File: config.mk
export PLATFORM = sky130hd
export DESIGN_NAME = ahb_sram_ctrl
export DESIGN_NICKNAME = d
export VERILOG_FILES = /design/src/rtl/ahb_sram_ctrl_pkg.sv /design/src/rtl/ahb_sram_wbuf.sv /design/src/rtl/ahb_sram_ctrl.sv
export SDC_FILE = /design/constraint.sdc
export NUM_CORES = 1
export LEC_CHECK = 0
export ABC_AREA = 1
export CORE_MARGIN = 5
export CORE_UTILIZATION = 37
export CTS_CLUSTER_SIZE = 16
export DETAILED_ROUTE_END_ITERATION = 10
export PLACE_DENSITY = 0.78
export SLEW_MARGIN = 15
export SYNTH_ARGS = -nofsm -noshare
export SYNTH_HDL_FRONTEND = slang
export SYNTH_SLANG_ARGS = --single-unit
export TNS_END_PERCENT = 20
File: constraint.sdc
create_clock -name HCLK -period 2.45 [get_ports HCLK]
set_clock_uncertainty 0.15 [all_clocks]
set_input_delay 0.49 -clock HCLK [delete_from_list [all_inputs] [get_ports HCLK]]
set_output_delay 0.49 -clock HCLK [all_outputs]
set_load 0.005 [all_outputs]
File: src/rtl/ahb_sram_ctrl_pkg.sv
// Shared AHB definitions for the SRAM controller: transfer encodings,
// default geometry, error-response state type and byte-lane decode.
package ahb_sram_ctrl_pkg;

   localparam int DEFAULT_DEPTH = 3072;
   localparam int DEFAULT_AW    = 12;

   typedef enum logic [1:0] {
      HTRANS_IDLE   = 2'b00,
      HTRANS_BUSY   = 2'b01,
      HTRANS_NONSEQ = 2'b10,
      HTRANS_SEQ    = 2'b11
   } htrans_t;

   typedef enum logic [2:0] {
      HSIZE_BYTE = 3'd0,
      HSIZE_HALF = 3'd1,
      HSIZE_WORD = 3'd2
   } hsize_t;

   // Two-cycle ERROR response sequencer.
   typedef enum logic [1:0] {
      ERR_IDLE,
      ERR_FIRST,
      ERR_SECOND
   } err_state_t;

   // Byte lanes touched by a transfer of the given size at the given offset.
   function automatic logic [3:0] byte_lanes(input logic [2:0] size, input logic [1:0] offset);
      case (size)
         HSIZE_BYTE: return 4'b0001 << offset;
         HSIZE_HALF: return 4'b0011 << {offset[1], 1'b0};
         default:    return 4'b1111;
      endcase
   endfunction

endpackage

File: src/rtl/ahb_sram_wbuf.sv
// One-entry write buffer: holds a write that lost the SRAM port to a read,
// and merges its lanes into read data that targets the same word.
module ahb_sram_wbuf
   import ahb_sram_ctrl_pkg::*;
#(
   parameter int AW = DEFAULT_AW
) (
   input  logic          clk,
   input  logic          rst_n,
   input  logic          load,
   input  logic          commit,
   input  logic [AW-1:0] load_addr,
   input  logic [3:0]    load_lanes,
   input  logic [31:0]   load_data,
   input  logic [AW-1:0] rd_addr,
   input  logic [31:0]   sram_rdata,
   output logic          valid,
   output logic [AW-1:0] addr,
   output logic [3:0]    lanes,
   output logic [31:0]   data,
   output logic [31:0]   rd_data
);

   logic hit;

   // Valid flag: set on load, cleared once the entry reaches the SRAM.
   always_ff @(posedge clk) begin
      // NOTE: sequential state uses non-blocking assignment so every flop samples pre-edge values.
      if (!rst_n)
         valid <= 1'b0;
      else if (load)
         valid <= 1'b1;
      else if (commit)
         valid <= 1'b0;
   end

   // Payload capture; only meaningful while valid is set.
   always_ff @(posedge clk) begin
      // NOTE: payload is deliberately not reset -- valid alone qualifies it, saving reset fan-out.
      if (load) begin
         addr  <= load_addr;
         lanes <= load_lanes;
         data  <= load_data;
      end
   end

   assign hit = valid && (addr == rd_addr);

   // Read merge: buffered lanes override stale SRAM bytes for the same word.
   always_comb begin
      // NOTE: assign a default first so no path leaves rd_data unassigned (no latch).
      rd_data = sram_rdata;
      for (int i = 0; i < 4; i++) begin
         if (hit && lanes[i])
            rd_data[8*i +: 8] = data[8*i +: 8];
      end
   end

endmodule

File: src/rtl/ahb_sram_ctrl.sv
// AHB-Lite slave in front of a single-port 32-bit SRAM. Reads and writes are
// zero-wait; a write whose data phase collides with a read is parked in a
// one-entry buffer and committed when the port is next idle.
module ahb_sram_ctrl
   import ahb_sram_ctrl_pkg::*;
#(
   parameter int DEPTH = DEFAULT_DEPTH,
   parameter int AW    = DEFAULT_AW
) (
   input  logic          HCLK,
   input  logic          HRESETn,
   input  logic          HSEL,
   input  logic [31:0]   HADDR,
   input  logic [1:0]    HTRANS,
   input  logic          HWRITE,
   input  logic [2:0]    HSIZE,
   input  logic [31:0]   HWDATA,
   input  logic          HREADY,
   output logic          HREADYOUT,
   output logic          HRESP,
   output logic [31:0]   HRDATA,
   input  logic [31:0]   SRAMRDATA,
   output logic [3:0]    SRAMWEN,
   output logic [31:0]   SRAMWDATA,
   output logic          SRAMCS0,
   output logic [AW-1:0] SRAMADDR
);

   localparam logic [AW:0] DEPTH_LIMIT = DEPTH[AW:0];

   logic [AW-1:0] word_addr;
   logic [3:0]    lanes;
   logic          accept, bad_xfer, err_xfer, rd_acc, wr_acc;
   logic          out_of_range, bad_size, misaligned;
   logic          wr_dp, rd_dp;
   logic [AW-1:0] dp_addr;
   logic [3:0]    dp_lanes;
   logic          buf_load, buf_commit, buf_valid;
   logic [AW-1:0] buf_addr;
   logic [3:0]    buf_lanes;
   logic [31:0]   buf_data;
   err_state_t    err_state;
   logic          hreadyout_q, hresp_q;
   logic          unused_ok;

   assign word_addr    = HADDR[AW+1:2];
   assign lanes        = byte_lanes(HSIZE, HADDR[1:0]);
   assign out_of_range = ({1'b0, word_addr} >= DEPTH_LIMIT);
   assign bad_size     = (HSIZE > HSIZE_WORD);
   assign misaligned   = ((HSIZE == HSIZE_HALF) && HADDR[0]) ||
                         ((HSIZE == HSIZE_WORD) && (HADDR[1:0] != 2'b00));
   assign bad_xfer     = out_of_range || bad_size || misaligned;
   assign accept       = HSEL && HREADY && HTRANS[1];
   assign err_xfer     = accept && bad_xfer;
   assign rd_acc       = accept && !bad_xfer && !HWRITE;
   assign wr_acc       = accept && !bad_xfer && HWRITE;
   assign unused_ok    = ^{HADDR[31:AW+2], HTRANS[0]};

   // Data-phase bookkeeping: which kind of transfer is completing and where.
   always_ff @(posedge HCLK) begin
      if (!HRESETn) begin
         wr_dp    <= 1'b0;
         rd_dp    <= 1'b0;
         dp_addr  <= '0;
         dp_lanes <= '0;
      end else begin
         wr_dp <= wr_acc;
         rd_dp <= rd_acc;
         if (accept) begin
            dp_addr  <= word_addr;
            dp_lanes <= lanes;
         end
      end
   end

   // SRAM port arbitration: read address phase, then write data phase, then buffer.
   always_comb begin
      SRAMCS0    = 1'b0;
      SRAMWEN    = 4'b0000;
      SRAMADDR   = word_addr;
      SRAMWDATA  = HWDATA;
      buf_load   = 1'b0;
      buf_commit = 1'b0;
      if (rd_acc) begin
         SRAMCS0  = 1'b1;
         buf_load = wr_dp;
      end else if (wr_dp) begin
         SRAMCS0  = 1'b1;
         SRAMWEN  = dp_lanes;
         SRAMADDR = dp_addr;
      end else if (buf_valid) begin
         SRAMCS0    = 1'b1;
         SRAMWEN    = buf_lanes;
         SRAMADDR   = buf_addr;
         SRAMWDATA  = buf_data;
         buf_commit = 1'b1;
      end
   end

   // Error response FSM with registered HREADYOUT/HRESP.
   always_ff @(posedge HCLK) begin
      if (!HRESETn) begin
         err_state   <= ERR_IDLE;
         hreadyout_q <= 1'b1;
         hresp_q     <= 1'b0;
      end else begin
         case (err_state)
            ERR_FIRST: begin
               err_state   <= ERR_SECOND;
               hreadyout_q <= 1'b1;
               hresp_q     <= 1'b1;
            end
            default: begin
               if (err_xfer) begin
                  err_state   <= ERR_FIRST;
                  hreadyout_q <= 1'b0;
                  hresp_q     <= 1'b1;
               end else begin
                  err_state   <= ERR_IDLE;
                  hreadyout_q <= 1'b1;
                  hresp_q     <= 1'b0;
               end
            end
         endcase
      end
   end

   assign HREADYOUT = hreadyout_q;
   assign HRESP     = hresp_q;

   ahb_sram_wbuf #(.AW(AW)) u_wbuf (
      .clk        (HCLK),
      .rst_n      (HRESETn),
      .load       (buf_load),
      .commit     (buf_commit),
      .load_addr  (dp_addr),
      .load_lanes (dp_lanes),
      .load_data  (HWDATA),
      .rd_addr    (dp_addr),
      .sram_rdata (SRAMRDATA),
      .valid      (buf_valid),
      .addr       (buf_addr),
      .lanes      (buf_lanes),
      .data       (buf_data),
      .rd_data    (HRDATA)
   );

endmodule

==> results of run 1 <==
through the flow:
stage	cell area, µm²	cells
2_1_floorplan	3795	490
3_3_place_gp	5906	801
3_5_place_dp	5906	801
4_1_cts	6558	850
5_1_grt	6817	882
6_report	6817	882
critical path, delay by kind of cell (launching register included):
kind	cells	cell delay, ns
compound gates	1	0.08
buf+inv	3	0.39
flops	1	0.42
simple gates	7	0.83
layout make-up:
type | count | area (µm²)
clock inverter | 7 | 88.84
tap | 136 | 170.2
clock buffer | 9 | 123.9
sequential | 70 | 1887
multi-input combinational | 357 | 1834
timing repair buffer | 269 | 2585
inverter | 34 | 127.6
fill | 815 | 3368
metal layers:
metal / GRT usage, % / part of all wire (%) / up-vias
met4: 9.976 / 2.9 / 0
met2: 39.49 / 50 / 278
met3: 5.622 / 8.5 / 39
li1: - / - / 2180
met1: 26.25 / 38 / 2160
met5: 0 / 0 / -
Yosys cell counts:
cell / n
a21oi_1: 17
a221oi_1: 4
and3_1: 1
buf_2: 9
buf_4: 3
clkbuf_1: 17
clkinv_1: 1
dfxtp_1: 22
edfxtp_1: 48
inv_1: 31
inv_2: 2
nand2_1: 183
nand3_1: 73
nand3_2: 5
nand4_1: 35
nor2_1: 9
nor2_2: 2
nor2_4: 1
nor3_1: 2
o21ai_0: 18
o21ai_1: 3
o21bai_1: 1
xnor2_1: 2
xor2_1: 1
worst min path at each step:
stage,start,to,slack [ns],cells past startpoint
detailed placement,dp_lanes[3],u_wbuf.lanes[3],0.27,0
global route,HWRITE,wr_dp,0.28,3
floorplan,dp_lanes[0],u_wbuf.lanes[0],0.26,0
global placement,dp_lanes[3],u_wbuf.lanes[3],0.26,0
finish,HWRITE,wr_dp,0.26,3
CTS,HADDR[13],dp_addr[11],0.27,3
flip-flops by register name, summed over array words and instances (netlist names), 2 cells and up:
name / flops
dp_lanes: 4
u_wbuf.data: 32
err_state: 2
dp_addr: 12
u_wbuf.addr: 12
u_wbuf.lanes: 4
kinds of logic after synthesis:
logic type	after synthesis
AND/OR/NAND/NOR	311
buffers and inverters	63
AO/OA/AOI/OAI	43
XOR/XNOR	3
flip-flops	70
where the power goes:
part           leakage, nW  switching, mW  internal (mW)  total (mW)
clock network        0.103          0.463          0.566        1.03
logic                 2.37          0.174          0.245       0.419
registers            0.608        0.00956           1.27        1.28
total                 3.08          0.647           2.08        2.73
what timing repair did:
| action | in CTS | in global routing |
|---|---|---|
| setup buffers | 27 | 30 |
| pin swaps | 11 | 50 |
| gates cloned | 7 | 3 |
| gates resized for setup | 245 | 118 |
| setup endpoints to repair | 81 | 126 |
==> metrics.yaml, run 1 <==
run_status:
  outcome: "finished with violations"
  violations: "negative setup slack"
route:
  vias: 4657
  viasPerCell: 5.280
  drc: 0
  drtPass1Iterations: 6
  drt_iter0_drc: 326
  drtAntennaViolNets: 0
  wire_per_inst_um: 17.54
  drt-total-wl_mm: 15.47
pwr:
  p_per_area_nw_per_um2: 400.6
  leakagePower_nw: 3.077
  irDropWorstVdd_mv: 0.3823
  finalPower_mw: 2.731
synthesis:
  syn_inst: 490
  synth_top_family_by_area: "simple AND/OR/NAND/NOR gates"
  synth.distinct_cells: 24
  ys_seq_elements: 70
  syn_avg_cell_area_um2: 7.745
  ys_seq_area_share_pct: 49.59
  synth_top_cell_area_share_pct: 37.98
  synth_mux_area_share_pct: 0
  synth_xor_area_share_pct: 0.6924
  synth_warnings: 0
  synth_simple_gate_area_share_pct: 36.76
  synth_fp_nets: 596
  synth_compound_area_share_pct: 6.133
  synth_fa_ha_area_share_pct: 0
  netlist_area_um2: 3795
  synth_top_area_cell: "edfxtp_1"
  synthTopCellsByArea: "edfxtp_1, nand2_1, dfxtp_1, nand3_1, nand4_1"
placement:
  place.port_buffers: 169
  place_congestion: 0.8660
  dpl.hpwl_mm: 9.536
  preCtsSetupSlack_ns: -0.7204
setup_path:
  slowest_stage: "edfxtp_1"
  crit_required_ns: 1.81
  r2r_slack_ns: 0.92
  slowest_delay_ns: 0.42
  worst_r2r_endpoint: "u_wbuf.data[1]"
  crit_path_cell_trace: "nand2_1, o21ai_1, nor2_1, nand2_1, nor2_4, buf_12, buf_8, nand3_4, nand2_1, nand2_1, clkbuf_2"
  worstPathArrival_ns: 2.07
  r2r-start: "wr_dp"
  crit_end: "HRDATA[5]"
  critPathLaunch: "u_wbuf.addr[2]"
  cp-start-kind: "register"
  r2r_cells: 3
  cp-end-kind: "output pin"
  path_max_fanout: 8
  crit_top_cell: "nand2_1"
  critPathKind: "reg2out"
timing:
  min_period_over_period_pct: 110.6
  slew_headroom_pct: 69.09
  slew_violations: 0
  worst_slew_pin_slew_ns: 0.4632
  worst_slack_ns: -0.2605
  min_period_ns: 2.710
  fin_worst_hold_slack_ns: 0.2607
  fmax_mhz: 368.9
  rsz0062_at_grt: "yes"
  setup_tns_ns: -9.467
  finalSetupViolCount: 98
  hold_violations: 0
die:
  io_pins: 189
  fp.dieW_um: 111.3
  rows: 37
  die_h_um: 111.3
  core_um2: 10180
  die_area_um2: 12380
  initial_utilization_pct: 37.26
finish:
  n_antenna_cell: 0
  layout_common_cells: "nand2_1, clkdlybuf4s50_1, nand3_1"
  drive_gt1_share_pct: 31.90
  nets: 847
  layout_commonest_cell: "nand2_1"
  area_delta_synth_final_pct: 79.62
  final_util_pct: 66.93
global_routing:
  grt_max_degree: 37
  grt_pass1_vias: 4538
  grt_pass1_wl_mm: 22.74
  gr-total-overflow: 0
  track_usage_pct: 22.66
  antenna_found_initial: 0
cts:
  cts_tree: "done"
  root_buffer: "clkbuf_8"
  path_clk_slew_ns: 0.08
  cts_buffer_depth: 2
  cts_hold_buffers: 0
  h-tree-depth: 3
  cts_sinks: 70
  clock_latency_ns: 0.35
  cts_buffers: 9
worst_hold_path:
  min_path_type: "in2reg"
run:
  max_cap_viol_count: 0
(Power assumes the default switching activity.)
==> inputs of run 2 (changes only) <==
--- a/config.mk
+++ b/config.mk
@@ -6,7 +6,6 @@
 export NUM_CORES = 1
 export LEC_CHECK = 0
 export ABC_AREA = 1
-export CORE_MARGIN = 5
 export CORE_UTILIZATION = 37
 export CTS_CLUSTER_SIZE = 16
 export DETAILED_ROUTE_END_ITERATION = 10
==> run 2 against run 1 <==
  * The flow still finishes with violations (negative setup slack)
  * Global-route usage rose by 8.1 points
  * Cell area up 5.0%
  * Via count rose by 2.8%
  * Worst setup slack improved by 0.051 ns
  * Non-clock buffer count grew 4
  * Clock power down 23%
  * Hold slack improved by 0.0043 ns
  * Final cell count rose by 0.11%
  * Total power decreased by 8.2%
  * Die area shrank 14%
  * Largest cell class unchanged
==> metrics.yaml, run 2 (synthesized netlist as in run 1, its figures left out) <==
finish:
  area_delta_synth_final_pct: 88.53
  drive_gt1_share_pct: 36.13
  layout_common_cells: "nand2_1, clkdlybuf4s50_1, nand3_1"
  largestRegisters: "u_wbuf.data: 32 flops, dp_addr: 12 flops, u_wbuf.addr: 12 flops"
  n_antenna_cell: 0
  largest_register_ffs: 32
  stdcell_area_um2: 7154
  nFillCells: 695
  layout_commonest_cell: "nand2_1"
  regMostFlops: "u_wbuf.data"
  nets: 851
route:
  drtPass1Iterations: 4
  drt_iter0_drc: 243
  vias: 4786
  wire_per_inst_um: 18.77
  drc: 0
  viasPerCell: 5.420
  drt-total-wl_mm: 16.58
  drtAntennaViolNets: 0
timing:
  worst_slew_pin_slew_ns: 0.4928
  worst_slack_ns: -0.2090
  finalSetupViolCount: 71
  slew_headroom_pct: 66.90
  min_period_over_period_pct: 108.5
  hold_violations: 0
  setup_tns_ns: -8.719
  fin_worst_hold_slack_ns: 0.2649
  rsz0062_at_grt: "yes"
  slew_violations: 0
  fmax_mhz: 376.1
  min_period_ns: 2.659
setup_path:
  path_max_fanout: 5
  r2r_slack_ns: 0.75
  slowest_delay_ns: 0.40
  crit_top_cell: "buf_12"
  crit_required_ns: 1.81
  cp-start-kind: "register"
  crit_path_cell_trace: "inv_1, o21ai_1, nor2_1, nand2_1, nor2_4, buf_12, buf_12, buf_4, nand4_1, nand2_2, buf_2"
  critPathKind: "reg2out"
  worstPathArrival_ns: 2.02
  slowest_stage: "edfxtp_1"
  cp-end-kind: "output pin"
placement:
  place.port_buffers: 169
  place_area_um2: 5834
  dpl.hpwl_mm: 8.855
  place_congestion: 0.8063
die:
  fp.dieW_um: 103.3
  initial_utilization_pct: 38.47
  die_h_um: 103.3
  io_pins: 189
  core_um2: 9864
  die_area_um2: 10670
  rows: 36
run_status:
  outcome: "finished with violations"
  violations: "negative setup slack"
cts:
  h-tree-depth: 3
  clock_latency_ns: 0.34
  cts_buffers: 9
  path_clk_slew_ns: 0.07
  cts_buffer_depth: 2
  root_buffer: "clkbuf_8"
  cts_sinks: 70
  cts_tree: "done"
  cts_hold_buffers: 0
pwr:
  leakagePower_nw: 3.160
  irDropWorstVdd_mv: 0.2566
  p_per_area_nw_per_um2: 350.3
global_routing:
  grt_pass1_vias: 4698
  grt_max_degree: 25
  antenna_found_initial: 0
  gr-total-overflow: 0
  grt_pass1_wl_mm: 24.01
  track_usage_pct: 30.73
worst_hold_path:
  min_path_type: "in2reg"
run:
  max_cap_viol_count: 0
[run 2: cell count changes in the layout (fill, tap and decap cells not counted), moves of 4 or more]
| cell | change |
|---|---|
| clkbuf_2 | -8 |
| buf_16 | +13 |
| dlygate4sd2_1 | -4 |
| buf_12 | +4 |
| nand3_1 | -6 |
| buf_6 | +22 |
| buf_2 | +24 |
| inv_1 | -4 |
| nand3_2 | +5 |
| clkdlybuf4s15_1 | -10 |
| buf_4 | -33 |
[run 2: stage by stage]
stage / power (mW) / utilization (%) / setup slack (ns) / cells
floorplan: 1.417 / - / 0.02455 / 490
global placement: 1.728 / 59.15 / -0.7616 / 789
detailed placement: 1.735 / 59.15 / -0.8036 / 789
CTS: 2.485 / 71.80 / -0.2045 / 882
global route: 2.607 / 72.53 / -0.3388 / 883
finish: 2.506 / 72.53 / -0.2090 / 883
[run 2: per-layer routing]
metal	global-route usage (%)	up-vias	share of wire [%]
li1	-	2201	-
met1	33.43	2248	36
met2	52.87	277	51
met3	8.669	60	9.3
met4	19.61	0	4.5
met5	0	-	0
[run 2: area by class of cell]
| cell class | instances | area (µm²) | share of cell area [%] |
|---|---|---|---|
| inverters | 34 | 132.6 | 1.854 |
| multi-input cells | 357 | 1916 | 26.78 |
| flip-flops and latches | 70 | 1889 | 26.41 |
| repair buffers | 273 | 2894 | 40.45 |
| clock inverters | 6 | 28.78 | 0.4022 |
| clock buffers | 10 | 127.6 | 1.784 |
| well taps | 133 | 166.4 | 2.326 |
[run 2: power by group]
group / total (mW) / switching, mW / internal (mW) / leakage (nW)
clock network: 0.794 / 0.441 / 0.354 / 0.0786
logic: 0.427 / 0.179 / 0.248 / 2.47
registers: 1.28 / 0.0113 / 1.27 / 0.609
[run 2: worst paths after layout]
| kind | from | end | cells after the start |
|---|---|---|---|
| setup / recovery | u_wbuf.addr[7] | HRDATA[0] | 11 |
| hold reg to reg | dp_lanes[2] | u_wbuf.lanes[2] | 0 |
| setup reg to reg | wr_dp | u_wbuf.addr[6] | 4 |
| hold / removal | HWRITE | wr_dp | 3 |
[run 2: repair_timing]
item | CTS | global route
endpoints found under the setup margin | 81 | 121
buffers inserted | 60 | 2
gates cloned | 19 | 1
pin swaps | 71 | 31
resized for setup | 387 | 84
[run 2: critical path: cells and delay by family, from the launching register on]
family / cells / cell delay [ns]
buf+inv: 5 / 0.56
compound gates: 1 / 0.07
flops: 1 / 0.40
simple gates: 5 / 0.63
